File: config.mk
export PLATFORM = sky130hd
export DESIGN_NAME = mispred_recovery_ctrl
export DESIGN_NICKNAME = d
export VERILOG_FILES = /design/src/rtl/mispred_recovery_ctrl.sv
export SDC_FILE = /design/constraint.sdc
export NUM_CORES = 1
export LEC_CHECK = 0
export CAP_MARGIN = 20
export CORE_UTILIZATION = 47
export CTS_CLUSTER_SIZE = 24
export DETAILED_ROUTE_END_ITERATION = 16
export HOLD_SLACK_MARGIN = 0.12
export PLACE_DENSITY = 0.83
export REMOVE_ABC_BUFFERS = 1
export SLEW_MARGIN = 30
export SYNTH_ARGS = -nofsm -noshare
export SYNTH_HDL_FRONTEND = slang
export SYNTH_SLANG_ARGS = --single-unit
File: constraint.sdc
create_clock -name clk -period 6.1 [get_ports clk]
set_input_delay 1.22 -clock clk [delete_from_list [all_inputs] [get_ports clk]]
set_output_delay 1.22 -clock clk [all_outputs]
set_load 0.05 [all_outputs]
File: src/rtl/mispred_recovery_ctrl.sv
// ---------------------------------------------------------------------------
// mispred_recovery_ctrl
//
// Sequences pipeline recovery after the branch selector reports a mispredict
// or a full flush. The front end is stalled and the mispredict flush is held
// until the ROB has drained. The rename map is then restored in fixed-width
// chunks, and the pipeline is released for one cycle before returning to idle.
// A full flush skips the rename restore.
//
// Parameters:
//   NUM_ARCH_REGS  architectural registers walked by the rename-map restore
//   RESTORE_WIDTH  registers restored per cycle (must divide NUM_ARCH_REGS)
//   DRAIN_STABLE   consecutive cycles of curSqN==nextSqN needed to leave DRAIN
//
// Ports:
//   clk, rst_n          clock, asynchronous active-low reset
//   IN_branch_taken     selected branch/flush valid this cycle
//   IN_branch_sqN       sequence number of the selected branch
//   IN_branch_flush     full flush, so the rename restore is skipped
//   IN_ROB_curSqN       ROB commit pointer
//   IN_RN_nextSqN       rename next sequence number
//   OUT_mispredFlush    suppress ops younger than OUT_flushSqN
//   OUT_flushSqN        captured sequence number (held while idle)
//   OUT_stallFE         front-end/rename stall
//   OUT_restoreValid    rename restore chunk valid
//   OUT_restoreIdx      rename restore chunk index
//   OUT_busy            controller not idle
//
// Optional build macro MISPRED_RECOVERY_STATS_EN adds two saturating 32-bit
// counters:
//   OUT_statMispredCnt     captures, including recaptures
//   OUT_statRecoveryCycles cycles with OUT_busy high
// ---------------------------------------------------------------------------
module mispred_recovery_ctrl #(
  parameter int NUM_ARCH_REGS = 32,
  parameter int RESTORE_WIDTH = 4,
  parameter int DRAIN_STABLE  = 2,
  localparam int NUM_CHUNKS   = NUM_ARCH_REGS / RESTORE_WIDTH,
  localparam int IDX_W        = (NUM_CHUNKS > 1) ? $clog2(NUM_CHUNKS) : 1
) (
  input  logic             clk,
  input  logic             rst_n,
  input  logic             IN_branch_taken,
  input  logic [5:0]       IN_branch_sqN,
  input  logic             IN_branch_flush,
  input  logic [5:0]       IN_ROB_curSqN,
  input  logic [5:0]       IN_RN_nextSqN,
  output logic             OUT_mispredFlush,
  output logic [5:0]       OUT_flushSqN,
  output logic             OUT_stallFE,
  output logic             OUT_restoreValid,
  output logic [IDX_W-1:0] OUT_restoreIdx,
  output logic             OUT_busy
`ifdef MISPRED_RECOVERY_STATS_EN
  ,
  output logic [31:0]      OUT_statMispredCnt,
  output logic [31:0]      OUT_statRecoveryCycles
`endif
);

  localparam int DCNT_W = (DRAIN_STABLE > 1) ? $clog2(DRAIN_STABLE) : 1;
  localparam logic [DCNT_W-1:0] DRAIN_LAST = DCNT_W'(DRAIN_STABLE - 1);
  localparam logic [IDX_W-1:0]  CHUNK_LAST = IDX_W'(NUM_CHUNKS - 1);

  typedef enum logic [1:0] {IDLE, DRAIN, RESTORE, RELEASE} state_t;

  state_t            state;
  logic              cap_flush;
  logic [DCNT_W-1:0] drain_cnt;
  logic [5:0]        age_diff;
  logic              older;
  logic              capture;
  logic              drain_eq;

  // Sequence numbers wrap at 64, so age is the sign of the 6-bit difference.
  assign age_diff = IN_branch_sqN - OUT_flushSqN;
  assign older    = age_diff[5];
  assign drain_eq = (IN_ROB_curSqN == IN_RN_nextSqN);

  // RELEASE accepts any new branch just like IDLE, because the previous
  // recovery is already complete; elsewhere only an older branch wins.
  assign capture = IN_branch_taken &&
                   ((state == IDLE) || (state == RELEASE) || older);

  // OUT_restoreIdx doubles as the chunk counter. It is kept at 0 outside
  // RESTORE so it always starts a walk from the first chunk.
  always_ff @(posedge clk or negedge rst_n) begin
    if (!rst_n) begin
      state            <= IDLE;
      cap_flush        <= 1'b0;
      drain_cnt        <= '0;
      OUT_mispredFlush <= 1'b0;
      OUT_flushSqN     <= 6'd0;
      OUT_stallFE      <= 1'b0;
      OUT_restoreValid <= 1'b0;
      OUT_restoreIdx   <= '0;
      OUT_busy         <= 1'b0;
    end else if (capture) begin
      state            <= DRAIN;
      cap_flush        <= IN_branch_flush;
      drain_cnt        <= '0;
      OUT_flushSqN     <= IN_branch_sqN;
      OUT_mispredFlush <= 1'b1;
      OUT_stallFE      <= 1'b1;
      OUT_restoreValid <= 1'b0;
      OUT_restoreIdx   <= '0;
      OUT_busy         <= 1'b1;
    end else begin
      case (state)
        DRAIN: begin
          if (!drain_eq) begin
            drain_cnt <= '0;
          end else if (drain_cnt == DRAIN_LAST) begin
            drain_cnt <= '0;
            if (cap_flush) begin
              state            <= RELEASE;
              OUT_mispredFlush <= 1'b0;
              OUT_stallFE      <= 1'b0;
            end else begin
              state            <= RESTORE;
              OUT_restoreValid <= 1'b1;
              OUT_restoreIdx   <= '0;
            end
          end else begin
            drain_cnt <= drain_cnt + 1'b1;
          end
        end
        RESTORE: begin
          if (OUT_restoreIdx == CHUNK_LAST) begin
            state            <= RELEASE;
            OUT_restoreValid <= 1'b0;
            OUT_restoreIdx   <= '0;
            OUT_mispredFlush <= 1'b0;
            OUT_stallFE      <= 1'b0;
          end else begin
            OUT_restoreIdx <= OUT_restoreIdx + 1'b1;
          end
        end
        RELEASE: begin
          state    <= IDLE;
          OUT_busy <= 1'b0;
        end
        default: begin
          state <= IDLE;
        end
      endcase
    end
  end

`ifdef MISPRED_RECOVERY_STATS_EN
  // Both statistics counters saturate rather than wrap.
  always_ff @(posedge clk or negedge rst_n) begin
    if (!rst_n) begin
      OUT_statMispredCnt     <= 32'd0;
      OUT_statRecoveryCycles <= 32'd0;
    end else begin
      if (capture && (OUT_statMispredCnt != 32'hFFFF_FFFF)) begin
        OUT_statMispredCnt <= OUT_statMispredCnt + 32'd1;
      end
      if (OUT_busy && (OUT_statRecoveryCycles != 32'hFFFF_FFFF)) begin
        OUT_statRecoveryCycles <= OUT_statRecoveryCycles + 32'd1;
      end
    end
  end
`endif

endmodule

==> results.md, run 1 <==
- The flow ran to the end, and the final reports show no timing, DRC or antenna violations.
- Summed over all cells, the static leakage comes to 0.000596 uW.
- The setup path with the least slack is of type in2reg.
- The number of slew-limit violations in the final report is 0.
- The worst path uses 51.6% of the clock period.
- The number of hold-repair buffers added at the cts stage is 0.
- In this run, synthesis produced a sequential element count of 16.
- The die is 48.1 um wide.
- Cell internal power was estimated by the tool at 344 uW.
- The post-detailed-route wirelength per cell is 12.7 um.
- The critical register-to-register path endpoint is OUT_flushSqN[0]$_DFFE_PN0P_.
- The clock network power share is 8.4%.
- The die covers 2310 sq um.
- The path class of the tightest hold or removal check is reg2reg.
- The post-placement cell area is 1350 sq um.
- Counting I/O delays and the setup requirement, the final critical path takes 3150 ps.
- The total negative setup slack is 0 ps.
- The number of buffers inserted to repair setup after CTS is 0.
- The pin count of the biggest net entering global routing is 17.
- The critical-path maximum fanout is 16.
- Global routing used 18.5% of the available tracks.
- Of the total power, registers draw 27.5%.
- Among all flip-flop cells after synthesis, the most frequent one is dfrtp_1.
- Input and output buffers added on the ports amount to 34.
- The share of total power consumed by net switching is 47.5%.
- The post-detailed-routing wire length is 1960 um.
- The final instance count without filler cells is 154.
- The clock insertion delay at the later pin of the skew report is 280 ps.
- Tracing the worst setup path back leads to its startpoint at IN_branch_sqN[2].
- Setup violations remaining at the end of the flow were counted as 0.
- The internal reg-to-reg setup slack is 3920 ps.
- Combinational logic burns 64.1% of the power.
- The number of enable flip-flop cells after synthesis is 0.
- Measured in cells, the most critical reg-to-reg path has a length of 7.
- The arrival time of the worst setup path is 3320 ps.
- The multi-input combinational cells in the finished layout cover a total of 541 sq um.
- The critical path ends at OUT_flushSqN[0]$_DFFE_PN0P_.
- The sink count of the clock tree is 16.
- Headroom to the max-slew limit came out at 52.1%.
- The first global-routing pass estimated 2940 um of wire.
- The H-tree depth is 1.
- The filler cell count is 148.
- The via count is 794.
- TritonCTS built the clock tree.
- The count of instances resized after the clock tree is built is 0.
- The max-capacitance violation count is 0.
- The cell sitting at the root of the clock tree is a clkbuf_4.
- The worst voltage drop across the vdd grid is 0.340 mV.
- The cell area after synthesis is 997 sq um.
- The repair_antennas step left the layout with diodes totalling 0.
- After clock tree synthesis, the clock-pin slew on the worst setup and hold paths is 90 ps.
- Dividing total power by cell area gives a power density of 477 nW/um^2.
- The first routing iteration left 4 violations.
- The worst-case clock skew is 0.733 ps.
- The CTS buffer count is 3.
- Before antenna repair, the detailed router went through 3 iterations.
- For this run, the register share of the synthesized area comes to 40.2%.
- Routability-driven placement finished with a final weighted congestion of 0.780.
- The number of I/O pins is 35.
- The kind of start point of the critical path is an input port.
- The post-route cell area is 1380 sq um.
- For the pin with the worst max-slew slack, the measured transition is 717 ps.
- The register area is 400 sq um.
- The deepest clock path buffer count is 2.
- The worst setup path is captured at a register.
- The area growth from synthesis to layout is 37.9%.
- The core area is 1980 sq um.
- The vias per cell is 5.16.
- The highest clock frequency the design can meet is 0.318 GHz.
- The number of endpoints with negative hold slack in the final report is 0.
- The required time at the worst-slack endpoint is 6270 ps.
- The share of final-layout standard cells stronger than drive strength 1 is 11.0%.
- The number of placed instances, taps included, is 151.
- The number of antenna violations at the first check in global routing came to 0.
- The analysis attributes to net switching a power of 311 uW.
- The number of warnings reported in the yosys synthesis log is 0.
- The final antenna-violating net count is 0.
- The total DRC errors in the routed layout is 0.
- In this run, distinct cell masters in the synthesized netlist total 32.
- After global routing the overflow that remains totals 0.
- The share of async-settable or async-resettable flops after synthesis is 100%.
- The initial utilization of the core area, before any placement, comes to 50.3%.
- The die extent in y is 48.1 um.
- The worst register-to-register path begins at OUT_flushSqN[2]$_DFFE_PN0P_.
- The via count of the first global-routing pass is 729.
- The net count of the finished layout is 160.
- The estimated wirelength of the detail-placed design is 1530 um.
- The placement row count is 16.
- The cell count after synthesis came out at 92.
- Setup repair after global routing left no endpoint under its margin.
- The synthesized area divided by synthesized cell count is 10.8 sq um.
worst min-delay path by stage:
stage	start	to	slack, ps	depth (start not counted)
after floorplan	cap_flush$_DFFE_PN0P_	cap_flush$_DFFE_PN0P_	490	1
after global placement	cap_flush$_DFFE_PN0P_	cap_flush$_DFFE_PN0P_	510	1
after detailed placement	OUT_busy$_DFFE_PN0P_	OUT_busy$_DFFE_PN0P_	520	2
after CTS	OUT_busy$_DFFE_PN0P_	OUT_busy$_DFFE_PN0P_	530	2
after global routing	OUT_busy$_DFFE_PN0P_	OUT_busy$_DFFE_PN0P_	570	2
final	OUT_busy$_DFFE_PN0P_	OUT_busy$_DFFE_PN0P_	520	2
synth_stat cells, types with 2 or more instances:
cell | count | area [sq um]
mux2_2 | 6 | 67.6
dfrtp_1 | 16 | 400
inv_1 | 10 | 37.5
nand3b_1 | 2 | 15.0
nor2b_1 | 2 | 12.5
o21ai_0 | 4 | 20.0
xnor2_1 | 7 | 61.3
a21oi_1 | 2 | 10.0
nand2_1 | 7 | 26.3
ha_1 | 9 | 113
nand3_1 | 3 | 15.0
a21boi_1 | 3 | 22.5
nand4_1 | 2 | 12.5
worst max-delay path, cell delays in order:
cell and delay [ps]:
clkdlybuf4s50_1 420, ha_1 330, a211oi_2 240, o221ai_2 140, xnor2_1 170, o21ai_4 400
mux2_2 390
power by group through the flow:
stage / Combinational [uW] / Clock, uW / Sequential, uW
detailed placement: 422 / 0 / 182
global route: 454 / 61.6 / 188
floorplan: 194 / 0 / 287
CTS: 424 / 55.6 / 181
finish: 420 / 54.8 / 180
global placement: 415 / 0 / 178
stage by stage:
stage | total power, uW | setup WS [ps] | hold slack (ps) | util [%]
after floorplan | 481 | 3270 | 493 | -
after global placement | 594 | 2700 | 513 | 68.2
after CTS | 661 | 2950 | 529 | 69.4
after detailed placement | 605 | 2640 | 516 | 68.2
after global routing | 703 | 2880 | 566 | 69.4
final | 656 | 2950 | 521 | 69.4
area by class of cell:
class / count / share of cell area, %
clock buffer: 3 / 1.64
inverter: 10 / 2.73
multi-input combinational: 64 / 39.3
sequential: 16 / 29.1
tap: 27 / 2.46
timing repair buffer: 34 / 24.7
kinds of logic (layout without fill, tap and decap cells):
group	after synthesis	after routing	share of synthesized area [%]
buffers and inverters	12	47	5.65
muxes	7	7	8.28
DFF	16	16	40.2
adders and majority gates	9	9	11.3
xor gates and xnor gates	8	8	7.03
AOI/OAI and AO/OA	19	19	16.2
and+or+nand+nor	21	21	11.4
registers in the layout, indices dropped and copies added (netlist names):
signal / cells
cap_flush: 1
OUT_restoreValid: 1
OUT_stallFE: 1
state: 2
OUT_busy: 1
OUT_flushSqN: 6
drain_cnt: 1
OUT_restoreIdx: 3
layout by cell type (no fill, tap or decap), drive strengths merged, types with 2 or more instances in the layout:
cell type,synthesis,layout
clkbuf,0,3
dfrtp,16,16
inv,10,10
ha,9,9
o21ai,5,5
a21boi,4,4
nand4,2,2
xnor2,7,7
nand3b,2,2
nand2,7,7
mux2,7,7
nor2b,2,2
nand3,3,3
a21oi,2,2
clkdlybuf4s50,0,34
layer usage:
metal  track usage (%)  part of all wire (%)  vias to the layer above  wire length, um
met5                 0                     0                        -                0
met4              6.67                     0                        0                0
met3              2.26                   7.7                        0              151
met2              34.6                    49                       32              968
met1              21.5                    43                      365              843
li1                  -                     -                      397                -
Power figures use the tool's default switching activity.
==> run 2: changes to the inputs <==
Settings changed: CORE_UTILIZATION 47 to 40, PLACE_DENSITY 0.83 to 0.75.
Clock period 6.1 ns to 2.6 ns, I/O delays scaled along.
==> run 2 against run 1 <==
Routed wire length shrank 1.5%. Critical path depth did not move. First-iteration DRC count is 25% higher. Die area rose by 17%. Core utilization is 7.6 points lower. Clock skew increased by 1.2 ps. Sequential power up 130%. Sequential cell count unchanged. Clock power increased to 3.0 times the previous value. Global-route usage fell by 2.5 points. Critical endpoint is now OUT_flushSqN[4]$_DFFE_PN0P_. Largest power group unchanged. Highest routed layer is now met4.
==> results.md, run 2 (synthesis gave the netlist of run 1 again) <==
- The net switching power of the design came to 735 uW (+140%).
- The post-placement cell area is 1370 sq um (+1.2%).
- The horizontal die dimension is 51.9 um (+8.1%).
- The vias per cell is 5.13 (-0.44%).
- The net count reported at finish is 162 (+1.3%).
- The effective utilization at floorplan is 43.8% (-6.5 points).
- The overall track demand over capacity in global routing came to 16.0% (-2.5 points).
- The number of I/O pins is 35 (unchanged).
- The number of setup violations in the final report is 0 (unchanged).
- The antenna cell count came to 0 (unchanged).
- The share of final-layout standard cells stronger than drive strength 1 was 13.1% (+2.1 points).
- The required time at the worst-slack endpoint is 2780 ps (-3490 ps).
- The via count of the first global-routing pass is 808 (+11%).
- The aggregate global routing overflow was 0 (unchanged).
- The slew at the pin with the worst max-slew slack is 729 ps (+12.2 ps).
- The area growth from synthesis to layout is 40.9%.
- The worst setup path is of the in2reg kind.
- The flow ran to the end, and the final reports show no timing, DRC or antenna violations.
- The core area is 2280 sq um (+15%).
- The final critical path time including I/O delays and setup is 2320 ps.
- The deepest clock path buffer count is 2 (unchanged).
- The cell sitting at the root of the clock tree is a clkbuf_4.
- The largest registers in the layout are OUT_flushSqN: 6 flops, OUT_restoreIdx: 3 flops, state: 2 flops.
- The internal cell power is 862 uW (+150%).
- The number of hold-repair buffers added at the cts stage came to 0 (unchanged).
- The number of slew-limit violations in the final report is 0 (unchanged).
- The number of DRC markers in iteration 0 is 5 (+1).
- The library cells used most frequently in the layout, excluding fill and tap cells, are 34 x clkdlybuf4s50_1, 16 x dfrtp_1, 10 x inv_1, 9 x ha_1.
- The CTS buffer count is 3 (unchanged).
- The commonest non-fill, non-tap cell in the layout is clkdlybuf4s50_1.
- The share of total power consumed by net switching was 46.0% (-1.5 points).
- The number of port buffers is 34 (unchanged).
- The worst-case clock skew is 1.91 ps (+1.18 ps).
- The worst setup path is captured at a register.
- The combinational cell fraction of total power is 63.4% (-0.7 points).
- The detailed-routing iteration count for the pre-antenna-repair pass is 4 (+1).
- The via count is 811 (+2.1%).
- The estimated wirelength of the detail-placed design is 1580 um (+3.3%).
- Setup repair after global routing left no endpoint under its margin.
- The power density over cell area is 1140 nW/um^2 (+140%).
- The number of antenna violations at the first check in global routing was 0 (unchanged).
- The arrival time of the worst setup path is 2500 ps (-820 ps).
- The number of endpoints with negative hold slack in the final report is 0 (unchanged).
- The die extent in y is 51.9 um (+8.1%).
- The max-capacitance violation count is 0 (unchanged).
- The filler cell count is 204 (+38%).
- The worst voltage drop across the vdd grid was 0.695 mV (+100%).
- The tightest min-delay check is of the reg2reg type.
- The post-detailed-routing wire length came to 1930 um (-1.5%).
- The placement row count is 17 (+1).
- The clock insertion delay at the later pin of the skew report is 290 ps (about the same).
- The clock-pin transition on the worst setup and hold timing paths was 100 ps (about the same).
- The total DRC errors in the routed layout is 0 (unchanged).
- The highest clock frequency the design can meet is 0.432 GHz.
- The sink count of the clock tree is 16 (unchanged).
- The post-detailed-route wirelength per cell is 12.2 um (-4.0%).
- The clock network power share is 10.4% (+2.0 points).
- The sequential share of power was 26.2% (-1.3 points).
- The critical-path maximum fanout is 9 (-7).
- The final weighted congestion in routability-driven placement came to 0.830 (+6.5%).
- The reported leakage power came to 0.000612 uW (+2.8%).
- The die footprint came to 2700 sq um (+17%).
- The post-route cell area is 1410 sq um (+2.2%).
- The CTS tree is yes.
- The total negative setup slack was 0 ps (unchanged).
- The H-tree depth is 1 (unchanged).
- The number of buffers inserted to repair setup after CTS is 0 (unchanged).
- The pin count of the biggest net entering global routing came to 17 (unchanged).
- The worst max-slew margin expressed relative to the limit was 51.3% (-0.81 points).
- The number of flip-flops under the largest register name came to 6 (unchanged).
- The count of instances resized after the clock tree is built is 0 (unchanged).
- STA classifies the critical path startpoint as an input port.
- Ranked by flip-flop count, first place goes to OUT_flushSqN.
- Of the available clock period, the critical path in the final layout requires 89.1%.
- The final antenna-violating net count is 0 (unchanged).
- The first-pass GRT wire length came to 3170 um (+8.0%).
run 2: final timing paths:
path	from	to	slack (ps)	cells past startpoint
max	IN_branch_sqN[3]	OUT_flushSqN[4]$_DFFE_PN0P_	280	7
min	OUT_flushSqN[1]$_DFFE_PN0P_	OUT_flushSqN[1]$_DFFE_PN0P_	540	1
max reg2reg	OUT_flushSqN[2]$_DFFE_PN0P_	OUT_flushSqN[4]$_DFFE_PN0P_	560	7
min reg2reg	OUT_flushSqN[1]$_DFFE_PN0P_	OUT_flushSqN[1]$_DFFE_PN0P_	540	1
max in group asynchronous	rst_n	state[0]$_DFFE_PN0P_	1490	1
min in group asynchronous	rst_n	OUT_flushSqN[4]$_DFFE_PN0P_	660	1
run 2: critical path: stages:
cell and delay [ps]:
clkdlybuf4s50_1 440, ha_1 320, o21ai_0 240, o221ai_2 130
xnor2_1 160, o21ai_4 290, mux2_2 380
run 2: per-stage QoR:
step / cells / hold WS, ps / util [%] / total power (uW) / worst slack [ps]
after floorplan: 90 / 224 / - / 1130 / 282
after global placement: 154 / 515 / 60.1 / 1420 / -5.44
after detailed placement: 154 / 523 / 60.1 / 1440 / -24.1
after CTS: 158 / 548 / 61.7 / 1610 / 270
after global routing: 158 / 570 / 61.7 / 1710 / 197
final: 158 / 541 / 61.7 / 1600 / 284
run 2: layer usage:
| layer | routed length, um | up-vias | GRT usage, % |
|---|---|---|---|
| met4 | 41 | 0 | 6.31 |
| li1 | - | 401 | - |
| met5 | 0 | - | 0 |
| met1 | 795 | 369 | 16.8 |
| met3 | 170 | 4 | 3.22 |
| met2 | 926 | 37 | 30.6 |
run 2: power by group through the flow:
stage	combinational (uW)	clock (uW)	sequential [uW]
6_report	1010	167	418
5_1_grt	1090	181	435
4_1_cts	1020	171	420
3_5_place_dp	1020	0	424
3_3_place_gp	1000	0	419
2_1_floorplan	455	0	673
run 2: layout make-up:
class	count	area [sq um]	share of cell area (%)
timing repair buffer	36	355	25.3
inverter	10	37.5	2.67
tap	28	35.0	2.49
clock buffer	4	36.3	2.58
multi-input combinational	64	541	38.5
sequential	16	400	28.5
==> run 3: changes to the inputs <==
Settings changed: CORE_UTILIZATION 40 to 47, PLACE_DENSITY 0.75 to 0.83.
Clock period 2.6 ns to 2.9 ns, I/O delays scaled along.
==> run 3 against run 2 <==
Sequential share of layout area rose by 0.18 points. Design area fell by 0.62%. Register-to-register slack improved by 240 ps. Count of clock-buffer cells in the layout did not move. Largest cell class unchanged. Highest routed layer unchanged.
==> results.md, run 3 (synthesis gave the netlist of run 1 again) <==
- The flow ran to the end, and the final reports show no timing, DRC or antenna violations.
- The critical-path maximum fanout is 11 (+2).
- The total negative setup slack is 0 ps (unchanged).
- The total DRC errors in the routed layout is 0 (unchanged).
- The H-tree depth is 1 (unchanged).
- The final antenna-violating net count is 0 (unchanged).
- The placement row count is 16 (-1).
- The worst hold path cell count is 2 (+1).
- The max-capacitance violation count is 0 (unchanged).
- The CTS tree is yes.
- The kind of start point of the critical path is an input port.
- The reported leakage power is 0.000608 uW (-0.76%).
- The final instance count without filler cells came to 156 (-1.3%).
- The instance count on the critical path was 7 (unchanged).
- The critical register-to-register path startpoint is OUT_flushSqN[2]$_DFFE_PN0P_.
- In the final layout, the registers with the most flip-flops are OUT_flushSqN: 6 flops, OUT_restoreIdx: 3 flops, state: 2 flops.
- The detailed-routing iteration count for the pre-antenna-repair pass is 2 (-2).
- The die footprint is 2310 sq um (-14%).
- The post-route cell area came to 1400 sq um (-0.62%).
- The worst voltage drop across the vdd grid is 0.804 mV (+16%).
- The worst hold path begins at OUT_busy$_DFFE_PN0P_.
- The number of flip-flops under the largest register name is 6 (unchanged).
- The vias per cell is 5.19 (+1.2%).
- The cell depth of the worst flop-to-flop path is 7 (unchanged).
- In this run the worst hold path is classified as reg2reg.
- The area growth from synthesis to layout is 40.0%.
- The post-detailed-routing wire length was 1930 um (-0.41%).
- In the layout the commonest cells are 34 x clkdlybuf4s50_1, 16 x dfrtp_1, 10 x inv_1, 9 x ha_1.
- The number of DRC markers in iteration 0 came to 2 (-3).
- Setup repair after global routing left no endpoint under its margin.
- The via count of the first global-routing pass was 687 (-15%).
- Ranked by flip-flop count, first place goes to OUT_flushSqN.
- For this design, the slowest cell found on the critical path is clkdlybuf4s50_1.
- The peak per-stage delay on the critical path is 430 ps (about the same).
- The core area is 1980 sq um (-13%).
- The critical path is of the in2reg type.
- Clock tree synthesis selected as its root buffer the cell clkbuf_4.
- The combined buffer and inverter count along the critical path was 1 (unchanged).
- The worst max-slew margin expressed relative to the limit was 53.1% (+1.8 points).
- The placed cell count is 152 (-1.3%).
- Walking the worst path, the cells encountered are clkdlybuf4s50_1, ha_1, a211oi_2, o221ai_2, xnor2_1, o21ai_4, mux2_2.
- The number of endpoints with negative hold slack in the final report is 0 (unchanged).
- The pin count of the biggest net entering global routing came to 17 (unchanged).
- The power density over cell area was 1020 nW/um^2 (-11%).
- The required time at the worst-slack endpoint is 3080 ps (+300 ps).
- The post-detailed-route wirelength per cell is 12.3 um (+0.86%).
- The filler cell count came to 142 (-30%).
- The sink count of the clock tree is 16 (unchanged).
- The clock insertion delay at the later pin of the skew report is 280 ps (about the same).
- The first-pass GRT wire length is 2800 um (-12%).
- The number of I/O pins is 35 (unchanged).
- The slew at the pin with the worst max-slew slack was 702 ps (-26.9 ps).
- The share of final-layout standard cells stronger than drive strength 1 is 12.4% (-0.67 points).
- The clock-pin transition on the worst setup and hold timing paths came to 90 ps (about the same).
- The number of hold-repair buffers added at the cts stage came to 0 (unchanged).
- The final weighted congestion in routability-driven placement is 0.800 (-3.6%).
- The antenna cell count is 0 (unchanged).
- The family with the most delay on the worst path is compound AO/OA/AOI/OAI gates.
- The arrival time of the worst setup path was 2600 ps (+100 ps).
- The net count reported at finish is 161 (-0.62%).
- The effective utilization at floorplan came to 50.3% (+6.5 points).
- The end-of-flow core utilization came to 70.5% (+8.7 points).
- The internal reg-to-reg setup slack is 800 ps (+240 ps).
- The number of antenna violations at the first check in global routing came to 0 (unchanged).
- The CTS buffer count is 3 (unchanged).
- The number of port buffers is 34 (unchanged).
- The terminating pin of the worst hold path is OUT_busy$_DFFE_PN0P_.
- The overall track demand over capacity in global routing is 18.1% (+2.1 points).
- The number of setup violations in the final report is 0 (unchanged).
- The commonest non-fill, non-tap cell in the layout is clkdlybuf4s50_1.
- The number of slew-limit violations in the final report is 0 (unchanged).
- The worst setup path is captured at a register.
- The aggregate global routing overflow is 0 (unchanged).
- The post-placement cell area is 1360 sq um (-0.64%).
- The via count came to 810 (-0.12%).
- Timing would allow up to 0.413 GHz.
- The register area was 400 sq um (unchanged).
- In this run the critical register-to-register path is captured at OUT_flushSqN[2]$_DFFE_PN0P_.
- The estimated wirelength of the detail-placed design is 1580 um (+0.10%).
- The count of instances resized after the clock tree is built was 0 (unchanged).
- The deepest clock path buffer count is 2 (unchanged).
- The final critical path time including I/O delays and setup is 2420 ps.
- The horizontal die dimension is 48.1 um (-7.5%).
- The die extent in y is 48.1 um (-7.5%).
- The fraction of the cycle the final worst path needs is 83.5%.
- The worst-case clock skew is 2.68 ps (+0.773 ps).
- The area used by multi-input combinational logic is 541 sq um (unchanged).
- The number of buffers inserted to repair setup after CTS was 0 (unchanged).
[run 3: cell count changes in the layout (fill, tap and decap cells not counted), sizes merged]
cell,before,now
buf,2,1
[run 3: power breakdown]
group | total (uW) | switching [uW] | leakage (uW) | internal (uW)
sequential | 379 | 69.2 | 0.000195 | 310
clock | 145 | 69.1 | 0.0000210 | 76.4
combinational | 894 | 517 | 0.000391 | 377
total | 1420 | 655 | 0.000608 | 763
[run 3: tightest hold or removal path, delay by kind of cell, from the launching register on]
family | cells | cell delay (ps)
buf+inv | 1 | 50
compound gates | 1 | 60
flops | 1 | 390
[run 3: stage by stage]
stage	power, uW	setup WS [ps]	hold WS (ps)
2_1_floorplan	1010	582	284
3_3_place_gp	1260	237	509
3_5_place_dp	1280	157	520
4_1_cts	1430	465	538
5_1_grt	1510	418	558
6_report	1420	477	533
[run 3: area by class of cell]
type                            count  area share (%)
Inverter                           10            2.69
Clock buffer                        4            2.60
Sequential cell                    16            28.7
Timing Repair Buffer               35            24.9
Tap cell                           27            2.42
Multi-Input combinational cell     64            38.7
[run 3: how the worst max path moves through the flow]
stage                                  endpoint  slack [ps]                        start
detailed placement  OUT_flushSqN[2]$_DFFE_PN0P_         160             IN_branch_sqN[2]
global route        OUT_flushSqN[0]$_DFFE_PN0P_         420             IN_branch_sqN[2]
finish              OUT_flushSqN[2]$_DFFE_PN0P_         480             IN_branch_sqN[2]
floorplan           OUT_flushSqN[0]$_DFFE_PN0P_         580  OUT_flushSqN[2]$_DFFE_PN0P_
CTS                 OUT_flushSqN[2]$_DFFE_PN0P_         470             IN_branch_sqN[2]
global placement    OUT_flushSqN[2]$_DFFE_PN0P_         240             IN_branch_sqN[2]
[run 3: metal layers]
layer  wire, um  up-vias  GRT usage [%]
met1        822      376           21.7
met2        932       34           29.7
met5          0        -              0
met4         25        0           10.0
met3        144        4           4.53
li1           -      396              -
